===== src/rtl/cfu_gcd_li3_pkg.sv =====
// Shared constants and engine state encoding for the level-3 multi-engine CFU GCD unit.
package cfu_gcd_li3_pkg;

  localparam int unsigned CFU_GCD_FUNC_GCD         = 0;
  localparam int unsigned CFU_ERR_UNSUPPORTED_FUNC = 1;

  typedef enum logic [1:0] {
    StIdle = 2'd0,
    StRun  = 2'd1,
    StDone = 2'd2
  } eng_state_e;

  // Index width for a set of n engines; never narrower than one bit.
  function automatic int unsigned ptr_width(input int unsigned n);
    return (n > 1) ? $clog2(n) : 1;
  endfunction

endpackage


===== src/rtl/cfu_gcd_li3_engine.sv =====
// One GCD engine: IDLE -> RUN -> DONE -> IDLE. Subtractive core by default; binary (Stein)
// core when CFU_GCD_BINARY_EN is defined.
module cfu_gcd_li3_engine
  import cfu_gcd_li3_pkg::*;
#(
  parameter int unsigned CFU_FUNC_ID_W     = 1,
  parameter int unsigned CFU_REQ_RESP_ID_W = 8,
  parameter int unsigned CFU_DATA_W        = 32
) (
  input  logic                         clk,
  input  logic                         rst,
  input  logic                         start,
  input  logic [CFU_FUNC_ID_W-1:0]     func,
  input  logic [CFU_REQ_RESP_ID_W-1:0] id,
  input  logic [CFU_DATA_W-1:0]        a_in,
  input  logic [CFU_DATA_W-1:0]        b_in,
  input  logic                         grant,
  output logic                         idle,
  output logic                         done,
  output logic [CFU_REQ_RESP_ID_W-1:0] res_id,
  output logic [CFU_DATA_W-1:0]        res_data,
  output logic                         res_err
);

  eng_state_e                   state_q, state_d;
  logic [CFU_DATA_W-1:0]        a_q, a_d, b_q, b_d, res_q, fin_val;
  logic [CFU_REQ_RESP_ID_W-1:0] id_q;
  logic                         err_q;
  logic                         fin;
  logic                         is_gcd;

  assign is_gcd = (func == CFU_FUNC_ID_W'(CFU_GCD_FUNC_GCD));

`ifdef CFU_GCD_BINARY_EN
  localparam int unsigned KW = $clog2(CFU_DATA_W) + 1;

  logic [KW-1:0] k_q, k_d;
  logic          strip_q, strip_d;  // set once the common factors of two are removed

  always_comb begin
    a_d     = a_q;
    b_d     = b_q;
    k_d     = k_q;
    strip_d = strip_q;
    fin     = 1'b0;
    fin_val = '0;
    if (a_q == '0) begin
      fin     = 1'b1;
      fin_val = b_q << k_q;
    end else if (!strip_q) begin
      if (b_q == '0) begin
        fin     = 1'b1;
        fin_val = a_q << k_q;
      end else if (!a_q[0] && !b_q[0]) begin
        a_d = a_q >> 1;
        b_d = b_q >> 1;
        k_d = k_q + KW'(1);
      end else begin
        strip_d = 1'b1;
      end
    end else if (!a_q[0]) begin
      a_d = a_q >> 1;
    end else if (!b_q[0]) begin
      b_d = b_q >> 1;
    end else if (a_q >= b_q) begin
      a_d = a_q - b_q;
    end else begin
      a_d = b_q - a_q;
      b_d = a_q;
    end
  end

  always_ff @(posedge clk) begin
    if (rst || state_q == StIdle) begin
      k_q     <= '0;
      strip_q <= 1'b0;
    end else if (state_q == StRun) begin
      k_q     <= k_d;
      strip_q <= strip_d;
    end
  end
`else
  always_comb begin
    a_d     = a_q;
    b_d     = b_q;
    fin     = 1'b0;
    fin_val = a_q;
    if (a_q < b_q) begin
      a_d = b_q;
      b_d = a_q;
    end else if (b_q != '0) begin
      a_d = a_q - b_q;
    end else begin
      fin = 1'b1;
    end
  end
`endif

  always_ff @(posedge clk) begin
    if (rst) begin
      state_q <= StIdle;
    end else begin
      state_q <= state_d;
    end
  end

  always_comb begin
    state_d = state_q;
    case (state_q)
      StIdle:  if (start) state_d = is_gcd ? StRun : StDone;
      StRun:   if (fin) state_d = StDone;
      StDone:  if (grant) state_d = StIdle;
      default: state_d = StIdle;
    endcase
  end

  always_comb begin
    idle     = (state_q == StIdle);
    done     = (state_q == StDone);
    res_id   = id_q;
    res_data = res_q;
    res_err  = err_q;
  end

  always_ff @(posedge clk) begin
    if (rst) begin
      a_q   <= '0;
      b_q   <= '0;
      id_q  <= '0;
      err_q <= 1'b0;
      res_q <= '0;
    end else if (state_q == StIdle && start) begin
      a_q   <= a_in;
      b_q   <= b_in;
      id_q  <= id;
      err_q <= !is_gcd;
      res_q <= '0;
    end else if (state_q == StRun) begin
      a_q <= a_d;
      b_q <= b_d;
      if (fin) res_q <= fin_val;
    end
  end

endmodule


===== src/rtl/cfu_gcd_li3.sv =====
// Level-3 CFU GCD unit: N_ENG engines, lowest-idle dispatch, round-robin response arbitration
// and a back-pressured response register. CFU_GCD_BINARY_EN selects the binary GCD core.
module cfu_gcd_li3
  import cfu_gcd_li3_pkg::*;
#(
  parameter int unsigned CFU_FUNC_ID_W     = 1,
  parameter int unsigned CFU_REQ_RESP_ID_W = 8,
  parameter int unsigned CFU_DATA_W        = 32,
  parameter int unsigned CFU_ERR_ID_W      = 32,
  parameter int unsigned N_ENG             = 4
) (
  input  logic                         clk,
  input  logic                         rst,
  input  logic                         req_valid,
  output logic                         req_ready,
  input  logic [CFU_FUNC_ID_W-1:0]     req_func_id,
  input  logic [CFU_REQ_RESP_ID_W-1:0] req_id,
  input  logic [CFU_DATA_W-1:0]        req_data0,
  input  logic [CFU_DATA_W-1:0]        req_data1,
  output logic                         resp_valid,
  input  logic                         resp_ready,
  output logic [CFU_REQ_RESP_ID_W-1:0] resp_id,
  output logic [CFU_DATA_W-1:0]        resp_data,
  output logic                         resp_err,
  output logic [CFU_ERR_ID_W-1:0]      resp_err_id
);

  localparam int unsigned PtrW = ptr_width(N_ENG);

  logic [N_ENG-1:0]             eng_idle, eng_done, eng_start, eng_grant, eng_err;
  logic [CFU_REQ_RESP_ID_W-1:0] eng_id   [N_ENG];
  logic [CFU_DATA_W-1:0]        eng_data [N_ENG];

  logic            accept, load, win_any;
  logic [PtrW-1:0] rr_q, win_idx, rr_next, arb_idx;
  logic [PtrW:0]   arb_sum;

  logic                         resp_valid_q, resp_err_q;
  logic [CFU_REQ_RESP_ID_W-1:0] resp_id_q;
  logic [CFU_DATA_W-1:0]        resp_data_q;
  logic [CFU_ERR_ID_W-1:0]      resp_err_id_q;

  // Registered idle flags only, so a just-freed engine waits one cycle before reuse.
  assign req_ready = |eng_idle;
  assign accept    = req_valid && req_ready;
  assign load      = !resp_valid_q || resp_ready;

  // Descending scan so the lowest-index idle engine wins.
  always_comb begin
    eng_start = '0;
    for (int i = int'(N_ENG) - 1; i >= 0; i--) begin
      if (eng_idle[i]) begin
        eng_start    = '0;
        eng_start[i] = accept;
      end
    end
  end

  always_comb begin
    win_any = 1'b0;
    win_idx = '0;
    arb_sum = '0;
    arb_idx = '0;
    for (int off = 0; off < int'(N_ENG); off++) begin
      arb_sum = {1'b0, rr_q} + (PtrW+1)'(off);
      if (arb_sum >= (PtrW+1)'(N_ENG)) arb_sum = arb_sum - (PtrW+1)'(N_ENG);
      arb_idx = arb_sum[PtrW-1:0];
      if (!win_any && eng_done[arb_idx]) begin
        win_any = 1'b1;
        win_idx = arb_idx;
      end
    end
  end

  assign rr_next = (win_idx == PtrW'(N_ENG - 1)) ? '0 : win_idx + PtrW'(1);

  always_comb begin
    eng_grant = '0;
    if (load && win_any) eng_grant[win_idx] = 1'b1;
  end

  always_ff @(posedge clk) begin
    if (rst) begin
      resp_valid_q  <= 1'b0;
      resp_id_q     <= '0;
      resp_data_q   <= '0;
      resp_err_q    <= 1'b0;
      resp_err_id_q <= '0;
      rr_q          <= '0;
    end else if (load) begin
      resp_valid_q <= win_any;
      if (win_any) begin
        resp_id_q     <= eng_id[win_idx];
        resp_data_q   <= eng_data[win_idx];
        resp_err_q    <= eng_err[win_idx];
        resp_err_id_q <= eng_err[win_idx] ? CFU_ERR_ID_W'(CFU_ERR_UNSUPPORTED_FUNC) : '0;
        rr_q          <= rr_next;
      end
    end
  end

  assign resp_valid  = resp_valid_q;
  assign resp_id     = resp_id_q;
  assign resp_data   = resp_data_q;
  assign resp_err    = resp_err_q;
  assign resp_err_id = resp_err_id_q;

  for (genvar g = 0; g < N_ENG; g++) begin : g_eng
    cfu_gcd_li3_engine #(
      .CFU_FUNC_ID_W    (CFU_FUNC_ID_W),
      .CFU_REQ_RESP_ID_W(CFU_REQ_RESP_ID_W),
      .CFU_DATA_W       (CFU_DATA_W)
    ) u_eng (
      .clk     (clk),
      .rst     (rst),
      .start   (eng_start[g]),
      .func    (req_func_id),
      .id      (req_id),
      .a_in    (req_data0),
      .b_in    (req_data1),
      .grant   (eng_grant[g]),
      .idle    (eng_idle[g]),
      .done    (eng_done[g]),
      .res_id  (eng_id[g]),
      .res_data(eng_data[g]),
      .res_err (eng_err[g])
    );
  end

endmodule


===== config.mk =====
export PLATFORM = sky130hd
export DESIGN_NAME = cfu_gcd_li3
export DESIGN_NICKNAME = d
export VERILOG_FILES = /design/src/rtl/cfu_gcd_li3_pkg.sv /design/src/rtl/cfu_gcd_li3_engine.sv /design/src/rtl/cfu_gcd_li3.sv
export SDC_FILE = /design/constraint.sdc
export NUM_CORES = 1
export LEC_CHECK = 0
export ABC_CLOCK_PERIOD_IN_PS = 3400
export CAP_MARGIN = 15
export CORE_MARGIN = 10
export CORE_UTILIZATION = 30
export DETAILED_ROUTE_END_ITERATION = 16
export GPL_ROUTABILITY_DRIVEN = 1
export PLACE_DENSITY = 0.44
export RECOVER_POWER = 100
export SLEW_MARGIN = 20
export SYNTH_ARGS = -nofsm -noshare
export SYNTH_HDL_FRONTEND = slang
export SYNTH_HIERARCHICAL = 1
export SYNTH_SLANG_ARGS = --single-unit

===== constraint.sdc =====
create_clock -name clk -period 3.4 [get_ports clk]
set_input_delay 1.02 -clock clk [delete_from_list [all_inputs] [get_ports clk]]
set_output_delay 1.02 -clock clk [all_outputs]
set_load 0.05 [all_outputs]

==> Word-level counts from Yosys, hierarchy flattened <==
Cells that the tools add are included.
{ "classes": {"reduce_logical": 57, "n_mul": 0, "n_bitwise": 1, "n_shift": 0, "mux": 90, "n_eq_ne": 21, "n_lt_le_gt_ge": 15, "n_addsub": 12, "div": 0} }
{ "op_table": {"columns": ["op", "count"], "rows": [
  ["2-to-1 mux 32 bit", 30],
  ["< comparator 32 bit", 4],
  ["nonzero test 32 bit", 4],
  ["subtractor 32 bit", 4],
  ["binary-select mux 32 bit (select 2 bit)", 1],
  ["2-to-1 mux 2 bit", 22],
  ["AND reduction 2 bit", 13],
  ["case mux 2 bit (3 select lines)", 4],
  ["2-to-1 mux 4 bit", 5],
  ["2-to-1 mux 1 bit", 19],
  ["binary-select mux 8 bit (select 2 bit)", 1],
  ["2-to-1 mux 8 bit", 2],
  ["inequality test 2 bit (second input constant)", 8],
  ["nonzero test 2 bit", 8],
  ["< comparator 2 x 3 -> 1 bit (second input constant)", 5],
  [">= comparator 3 bit (second input constant)", 4],
  ["AND reduction 3 bit", 4],
  ["nonzero test 3 bit", 4],
  ["binary-select mux 1 bit (select 2 bit)", 5],
  ["== test 2 bit (second input constant)", 5],
  ["logical AND 1 bit", 10],
  ["== test 2 x 1 -> 1 bit (second input constant)", 4],
  ["zero test 2 bit", 4],
  ["inequality test 2 x 1 -> 1 bit (second input constant)", 4],
  ["other kinds (12)", 22]
]} }
{ "word_totals": {"ramBits": 0, "latch_bits": 0, "reg_bits": 504, "input_bits": 77, "word_cells": 226, "out_inout_bits": 75, "mem_bits_ro": 0, "memories": 0} }

==> Logic depth before layout (Yosys ltp) <==
Gate-level depths: netlist of run 1.
{ "depth": {"depth_word": 21, "mapped_depth": 14, "mapped_depth_nobuf": 12} }

==> Cells and area by module <==
The synthesis of run 1 kept the hierarchy.
{ "by_module_without_submodules": {"columns": ["module", "instances", "seq_area_each_um2", "area_per_inst_um2", "cells_per_inst"], "rows": [
  ["cfu_gcd_li3_engine (g_eng[1].u_eng ...)", 3, 2142.1, 6256.0, 834],
  ["cfu_gcd_li3_engine (g_eng[0].u_eng)", 1, 2142.1, 6663.9, 821],
  ["cfu_gcd_li3", 1, 880.8, 2598.7, 272]
]} }

==> Worst setup path after synthesis of run 1 <==
No wires, ideal clock.
{ "synth_path": {"path_kind": "reg-to-reg", "from": "register g_eng[1].u_eng.a_q[0]", "to": "register g_eng[1].u_eng.b_q[10]", "path_buffers": 2, "setup_ns": 0.070, "t_arrival_ns": 3.077, "path_slack_ns": 0.252, "required_ns": 3.330, "synth_period_minus_slack_ns": 3.148, "stages_incl_launch_ff": 15, "cell_sequence": "dfxtp_1 > inv_1 > ha_1 > fa_1 > nand2b_1 > a21oi_1 > o21ai_2 > o211ai_1 > a21o_1 > buf_2 > nor2_2 > nor2_2 > clkbuf_1 > nand2_1 > a21oi_1"} }
{ "synth_via": {"elab_chain_len": 3} }
{ "synth_lines": {"columns": ["item", "line", "source"], "rows": [
  ["start, declared", "cfu_gcd_li3_engine.sv:26", "logic [CFU_DATA_W-1:0] a_q, a_d, b_q, b_d, res_q, fin_val;"],
  ["start signal, assigned", "cfu_gcd_li3_engine.sv:133", "a_q <= a_in;"],
  ["< comparator 32 bit", "cfu_gcd_li3_engine.sv:88", "if (a_q < b_q) begin"],
  ["nonzero test 2 bit (no source line)", null, null],
  ["AND reduction 2 bit (no source line)", null, null],
  ["end signal, assigned", "cfu_gcd_li3_engine.sv:134", "b_q <= b_in;"],
  ["end, declared", "cfu_gcd_li3_engine.sv:26", null]
]} }
Every way passes these cells.
A chain may end at the register's enable or synchronous reset.

==> Final worst setup path of run 1 <==
{ "layout_path": {"from": "register g_eng[0].u_eng.state_q[0]", "to": "output req_ready"} }
{ "layout_via": {"elab_chain_len": 2} }
{ "layout_lines": {"columns": ["item", "line", "source"], "rows": [
  ["start, declared", "cfu_gcd_li3_engine.sv:25", "eng_state_e state_q, state_d;"],
  ["start signal, assigned", "cfu_gcd_li3_engine.sv:101", "state_q <= StIdle;"],
  ["start signal, assigned", "cfu_gcd_li3_engine.sv:103", "state_q <= state_d;"],
  ["zero test 2 bit", "cfu_gcd_li3_engine.sv:118", "idle = (state_q == StIdle);"],
  ["named net eng_idle[0]", "cfu_gcd_li3.sv:30", "logic [N_ENG-1:0] eng_idle, eng_done, eng_start, eng_grant, eng_err;"],
  ["OR reduction 4 bit", "cfu_gcd_li3.sv:44", "assign req_ready = |eng_idle;"],
  ["end, declared", "cfu_gcd_li3.sv:15", "output logic req_ready,"]
]} }
The timed path passes the listed nets, and every way through them passes these cells.

==> reports/qor.csv, run 1 <==
metric,value,unit
Setup WS post-layout,0.0863,ns
dominant cell type by area after synthesis,dfxtp_1,
Die X,326,um
number of vias per cell,5.49,
clock sinks,472,
setup violators final,0,
setup total negative slack,0,ns
dpl cells,4896,
"Max FO, Critical Path",10,
status,"complete, no violations",
top post-synthesis cells by area,"dfxtp_1 34%, nand2_1 8.3%, a21oi_1 7.6%",
antenna violations before repair,5,
Gate Count Post-Synth,3595,
CORE AREA,93000,um^2
Worst-Margin Slew,1.05,ns
1st-pass router iterations,9,
height of the die,326,um
nets@finish,3911,
post-place setup slack,0.0663,ns
Routed Antenna Nets,0,
worst skew pair latency,0.63,ns
full die area,106000,um^2
sequential power share,29.1,%
Sw Ratio,39.5,%
Top Ports,152,
P_sw,8.37,mW
Post-Route WL,118000,um
area share of the largest cell type after synthesis,33.7,%
Pwr Density,640,nW/um^2
critical path capture point type,primary output,
final design utilization,35.6,%
post-DP HPWL,91000,um
"Arr. time, crit path",2.29,ns
row cnt,112,
top_reg_cell synth,dfxtp_1,
Async SR Flop Fraction,0,%
final clock period utilization by the worst path,97.5,%
mapped cell area,28000,um^2
drc violations,0,
combinational power share,41.7,%
initial core utilization,30.1,%
vias in the first global route,26300,
GRT Resource Usage Total,21.2,%
Clock Power Share,29.2,%
post-synthesis sequential area ratio,33.7,%
Final Skew,0.0153,ns
WS Path Type,flop to primary output,
Worst Path Required,2.38,ns
Post-synth EDFFs,0,
Slew headroom,29.8,%
minimum clock period after layout,3.31,ns
Worst setup SP type,flop,
share of cells above drive strength 1,8.97,%
DR iter-0 viols,2451,
Avg Inst Size Synth,7.80,um^2
CTS buffer count,55,
Internal,12.8,mW
largest net degree at the start of global routing,66,
GP Congestion,0.904,
Clock Path Buffers,3,
first-pass GRT wire length,175000,um
vias,27500,
unrepaired setup endpoints after global routing,false,
"Hold Vio Cnt, Final",0,
Layout Cells excl Fill,5001,
DP Area,31300,um^2
port buffer count,120,
Final Max Slew Viols,0,
"final std cell area, no fill",33200,um^2
WL/cell,23.6,um
worst vdd ir,0.357,mV
Total Power,21.2,mW
Area Overhead vs Synth,18.3,%
worst min path class,flop to flop,
Yosys cell types,91,
clock-pin slew on the worst setup and hold paths,0.06,ns
#FFs+latches synth,472,
Lkg Pwr,12.6,nW
H-tree lvl count,2,
max_cap viols,0,
"count leader, synth",nand2_1,
Overflow after GRT,0,
"top cells by count, synth","621 x nand2_1, 472 x dfxtp_1, 424 x a21oi_1, 208 x nor2_1, 194 x clkbuf_1",
number of warnings issued by yosys,6,
CTS root buf,clkbuf_16,
WHS,0.454,ns
Max Clk Rate,302,MHz
CTS tree,yes,
-- kinds of logic (layout without fill, tap and decap cells) --
| kind of cell | Yosys count | in the layout | synth area share, % |
|---|---|---|---|
| fa+ha+maj | 132 | 132 | 6.00 |
| other cells | 1 | 32 | 0.0134 |
| buf+inv | 431 | 552 | 6.67 |
| flops | 472 | 472 | 33.7 |
| simple gates | 1144 | 1144 | 18.0 |
| xor+xnor | 97 | 97 | 3.03 |
| compound gates | 1223 | 1223 | 29.2 |
| mux | 95 | 95 | 3.40 |
-- power by group through the flow --
stage,registers (mW),clock network (mW),logic [mW]
4_1_cts,6.17,6.34,8.85
5_1_grt,6.21,6.55,9.65
6_report,6.18,6.20,8.84
2_1_floorplan,6.17,0,5.89
3_3_place_gp,6.30,0,8.89
3_5_place_dp,6.29,0,8.81
-- sequential cells by signal, indices dropped and copies added, names as in the netlist --
signal and flops:
g_eng.u_eng/res_data 128, resp_data 32, rr_q 2, g_eng.u_eng/res_err 4, g_eng.u_eng/state_q 8, resp_id 8, g_eng.u_eng/a_q 128, resp_valid 1
resp_err 1, g_eng.u_eng/res_id 32, g_eng.u_eng/b_q 128
-- final cells by class --
class / instances / area [um^2]
diodes: 1 / 2.50
clock buffers: 78 / 1590
clock inverters: 23 / 274
fillers: 10000 / 59900
inverters: 154 / 578
multi-input cells: 2722 / 16900
flip-flops and latches: 472 / 9450
well taps: 1254 / 1570
repair buffers: 297 / 2750
-- worst max-delay path, stage by stage (launching register included) --
cell	delay, ns
dfxtp_1	0.51
nor2_1	0.19
nor2_1	0.41
nand2_1	0.28
buf_4	0.27
-- placed cells by master (no fill, tap or decap), drive strengths merged, types with 115 or more instances in the layout --
master  synthesis  final
a22oi         115    115
inv           154    156
buf            81    161
dfxtp         472    472
o21ai         156    156
nor2          217    217
ha            128    128
o211ai        116    116
a21oi         431    431
nand2         623    623
-- final timing paths --
kind | slack (ns) | startpoint | depth (start not counted) | endpoint
worst max-delay path | 0.09 | g_eng[0].u_eng/state_q[0] | 4 | req_ready
worst min-delay path | 0.45 | g_eng[1].u_eng/res_id[1] | 2 | g_eng[1].u_eng/res_id[1]
worst max register to register | 0.14 | g_eng[3].u_eng/b_q[14] | 10 | g_eng[3].u_eng/a_q[31]
worst min register to register | 0.45 | g_eng[1].u_eng/res_id[1] | 2 | g_eng[1].u_eng/res_id[1]
-- layer usage --
| metal | global-route usage, % | up-vias | part of all wire [%] |
|---|---|---|---|
| met5 | 0 | - | 0 |
| met4 | 5.17 | 0 | 2.3 |
| met3 | 2.74 | 155 | 6.1 |
| met2 | 34.2 | 871 | 45 |
| met1 | 29.7 | 13200 | 46 |
| li1 | - | 13200 | - |
-- what timing repair did --
action | in CTS | in global routing
endpoints found under the setup margin | 0 | 133
setup buffers | 0 | 3
hold buffers | 0 | 0
gates resized for setup | 0 | 24
Power figures use the tool's default switching activity.
==> run 2, diff against run 1 <==
CORE_MARGIN = unset   (was 10)
GPL_TIMING_DRIVEN = 0   (was unset)
==> run 2 against run 1 <==
  * The flow now finishes with violations (negative setup slack)
  * Setup slack worse by 0.16 ns
  * Wire length up 21%
  * Final area up 2.0%
  * Clock power up 0.6%
  * Worst hold slack worse by 0.0036 ns
  * Combinational power up 9.6%
  * Non-clock buffer count up 147
  * Sequential power up 3.2%
  * Cell count up 2.9%
  * Global-route usage up 8.0 points
  * Clock skew down 0.0015 ns
==> reports/qor.csv, run 2 (same netlist as run 1, synthesis figures left out) <==
metric,value,unit,change
met3 WL,8820,um,+22%
WL/cell,27.7,um,+17%
vias,28900,,+5.3%
"final std cell area, no fill",33800,um^2,+2.0%
FF-to-FF path depth,14,,+4
worst skew pair latency,0.62,ns,about the same
clock-pin slew on the worst setup and hold paths,0.06,ns,about the same
Worst-Margin Slew,1.07,ns,+0.0136 ns
setup violators final,2,,+2
Setup WS post-layout,-0.0772,ns,-0.163 ns
Post-Route WL,142000,um,+21%
most frequent cells in the layout,"611 x nand2_1, 451 x dfxtp_1, 409 x a21oi_1, 200 x nor2_1, 154 x inv_1",,
"Arr. time, crit path",4.02,ns,+1.73 ns
met2 routed WL,61400,um,+15%
Multi-input gate area,17200,um^2,+1.8%
Worst setup SP type,primary input,,
final design utilization,36.7,%,+1.1 points
M1 WL,62400,um,+14%
nets@finish,4059,,+3.8%
Final Max Slew Viols,0,,unchanged
Sw Ratio,41.8,%,+2.4 points
Top Ports,152,,unchanged
height of the die,308,um,-5.5%
WS Path Type,primary input to flop,,
Hold EP,g_eng[1].u_eng/res_data[17],,
hold depth,2,,unchanged
vias in the first global route,27100,,+3.0%
clock sinks,472,,unchanged
top sig layer,met4,,
"Hold Vio Cnt, Final",0,,unchanged
worst vdd ir,0.299,mV,-16%
Worst Path Required,3.94,ns,+1.56 ns
Lkg Pwr,12.9,nW,+2.1%
worst min path class,flop to flop,,
largest net degree at the start of global routing,22,,-67%
dpl cells,4989,,+1.9%
Clock Power Share,28.0,%,-1.2 points
FF/Latch Area,9480,um^2,+0.28%
1st-pass router iterations,6,,-3
slack of the worst reg-to-reg path,0.05,ns,-0.09 ns
DP Area,30900,um^2,-1.4%
Final Skew,0.0138,ns,-0.00149 ns
minimum clock period after layout,3.48,ns,+0.163 ns
Overflow after GRT,0,,unchanged
Routed Antenna Nets,0,,unchanged
full die area,94700,um^2,-11%
Die X,308,um,-5.5%
"Max FO, Critical Path",10,,unchanged
Clock Path Buffers,3,,unchanged
critical path capture point type,flop,,
post-DP HPWL,107000,um,+18%
reg2reg start,g_eng[1].u_eng/b_q[5],,
Slew headroom,28.6,%,-1.1 points
unrepaired setup endpoints after global routing,true,,
post-place setup slack,-1.14,ns,-1.21 ns
max_cap viols,0,,unchanged
fillcell total,9843,,-1.8%
H-tree lvl count,2,,unchanged
CTS buffer count,55,,unchanged
Pwr Density,660,nW/um^2,+3.1%
failing checks,negative setup slack,,
drc violations,0,,unchanged
number of vias per cell,5.62,,+2.3%
WHS,0.450,ns,-0.00362 ns
CORE AREA,92100,um^2,-1.0%
"commonest non-fill, non-tap cell in the layout",nand2_1,,
reg2reg end,g_eng[1].u_eng/a_q[15],,
P_sw,9.33,mW,+11%
final clock period utilization by the worst path,102,%,+4.8 points
initial core utilization,30.4,%,+0.32 points
DR iter-0 viols,2829,,+15%
port buffer count,120,,unchanged
antenna violations before repair,14,,+9
GRT Resource Usage Total,29.3,%,+8.0 points
first-pass GRT wire length,200000,um,+14%
combinational power share,43.4,%,+1.7 points
GP Congestion,0.936,,+3.5%
status,"complete, but fails checks",,
Max Clk Rate,288,MHz,-4.7%
Internal,13.0,mW,+1.0%
Layout Cells excl Fill,5148,,+2.9%
CTS tree,yes,,
share of cells above drive strength 1,10.8,%,+1.8 points
Area Overhead vs Synth,20.7,%,
CTS root buf,clkbuf_16,,
sequential power share,28.6,%,-0.5 points
row cnt,111,,-0.89%
Hold Path Origin,g_eng[1].u_eng/res_data[17],,
## run 2: changes by cell type in the layout (fill, tap and decap cells not counted), sizes merged
cell           delta
inv               -2
o22ai             +1
clkinv            +5
dlygate4sd3       -4
dlygate4sd2       +1
clkbuf          +161
buf              -21
clkinvlp          +2
diode            +11
clkdlybuf4s50     +4
## run 2: worst max path at each step
| stage | slack [ns] | depth (start not counted) | to | start |
|---|---|---|---|---|
| finish | -0.08 | 7 | g_eng[3].u_eng/a_q[20] | req_valid |
| global route | -0.03 | 14 | g_eng[3].u_eng/res_data[27] | g_eng[3].u_eng/a_q[0] |
| CTS | 0.006 | 14 | g_eng[3].u_eng/a_q[18] | g_eng[3].u_eng/b_q[5] |
| detailed placement | -1.14 | 8 | g_eng[0].u_eng/res_id[6] | req_valid |
| global placement | -1.42 | 6 | g_eng[0].u_eng/a_q[17] | rst |
| floorplan | 0.25 | 14 | g_eng[1].u_eng/b_q[10] | g_eng[1].u_eng/a_q[0] |
## run 2: layer usage
metal | global-route usage (%) | vias up
li1 | - | 13600
met1 | 39.2 | 14000
met2 | 44.8 | 1122
met3 | 3.68 | 256
met4 | 17.3 | 0
met5 | 0 | -
## run 2: critical path, cell delays in order
cell             delay, ns
clkdlybuf4s50_1       0.73
and4b_1               0.44
nand2_1               0.29
clkbuf_1              0.44
clkbuf_1              0.70
o211ai_1              0.22
a21oi_1               0.17
## run 2: final cells by class
class / count / area share [%]
Tap cell: 1243 / 4.60
Inverter: 154 / 1.71
Buffer: 267 / 4.25
Timing Repair Buffer: 177 / 4.91
Antenna cell: 12 / 0.0888
Multi-Input combinational cell: 2723 / 51.0
Sequential cell: 472 / 28.0
Clock buffer: 72 / 4.62
Clock inverter: 28 / 0.843
## run 2: metrics by stage
stage / power [mW] / setup TNS (ns)
global placement: 15.1 / -349.33
detailed placement: 15.0 / -249.46
CTS: 21.7 / 0
finish: 22.3 / -0.0789
floorplan: 12.1 / 0
global route: 23.3 / -0.117
## run 2: power by group through the flow
| stage | sequential [mW] | clock (mW) | combinational (mW) |
|---|---|---|---|
| after floorplan | 6.17 | 0 | 5.89 |
| after global placement | 6.46 | 0 | 8.61 |
| after detailed placement | 6.46 | 0 | 8.54 |
| after CTS | 6.34 | 6.31 | 9.07 |
| after global routing | 6.38 | 6.54 | 10.3 |
| final | 6.38 | 6.24 | 9.69 |
## run 2: timing repair
item                                    in CTS  in global routing
hold buffers                                 0                  0
pin swaps                                   17                 32
endpoints found under the setup margin     394                369
buffers inserted                            33                 22
gates cloned                                 0                  2
resized for setup                          115                139
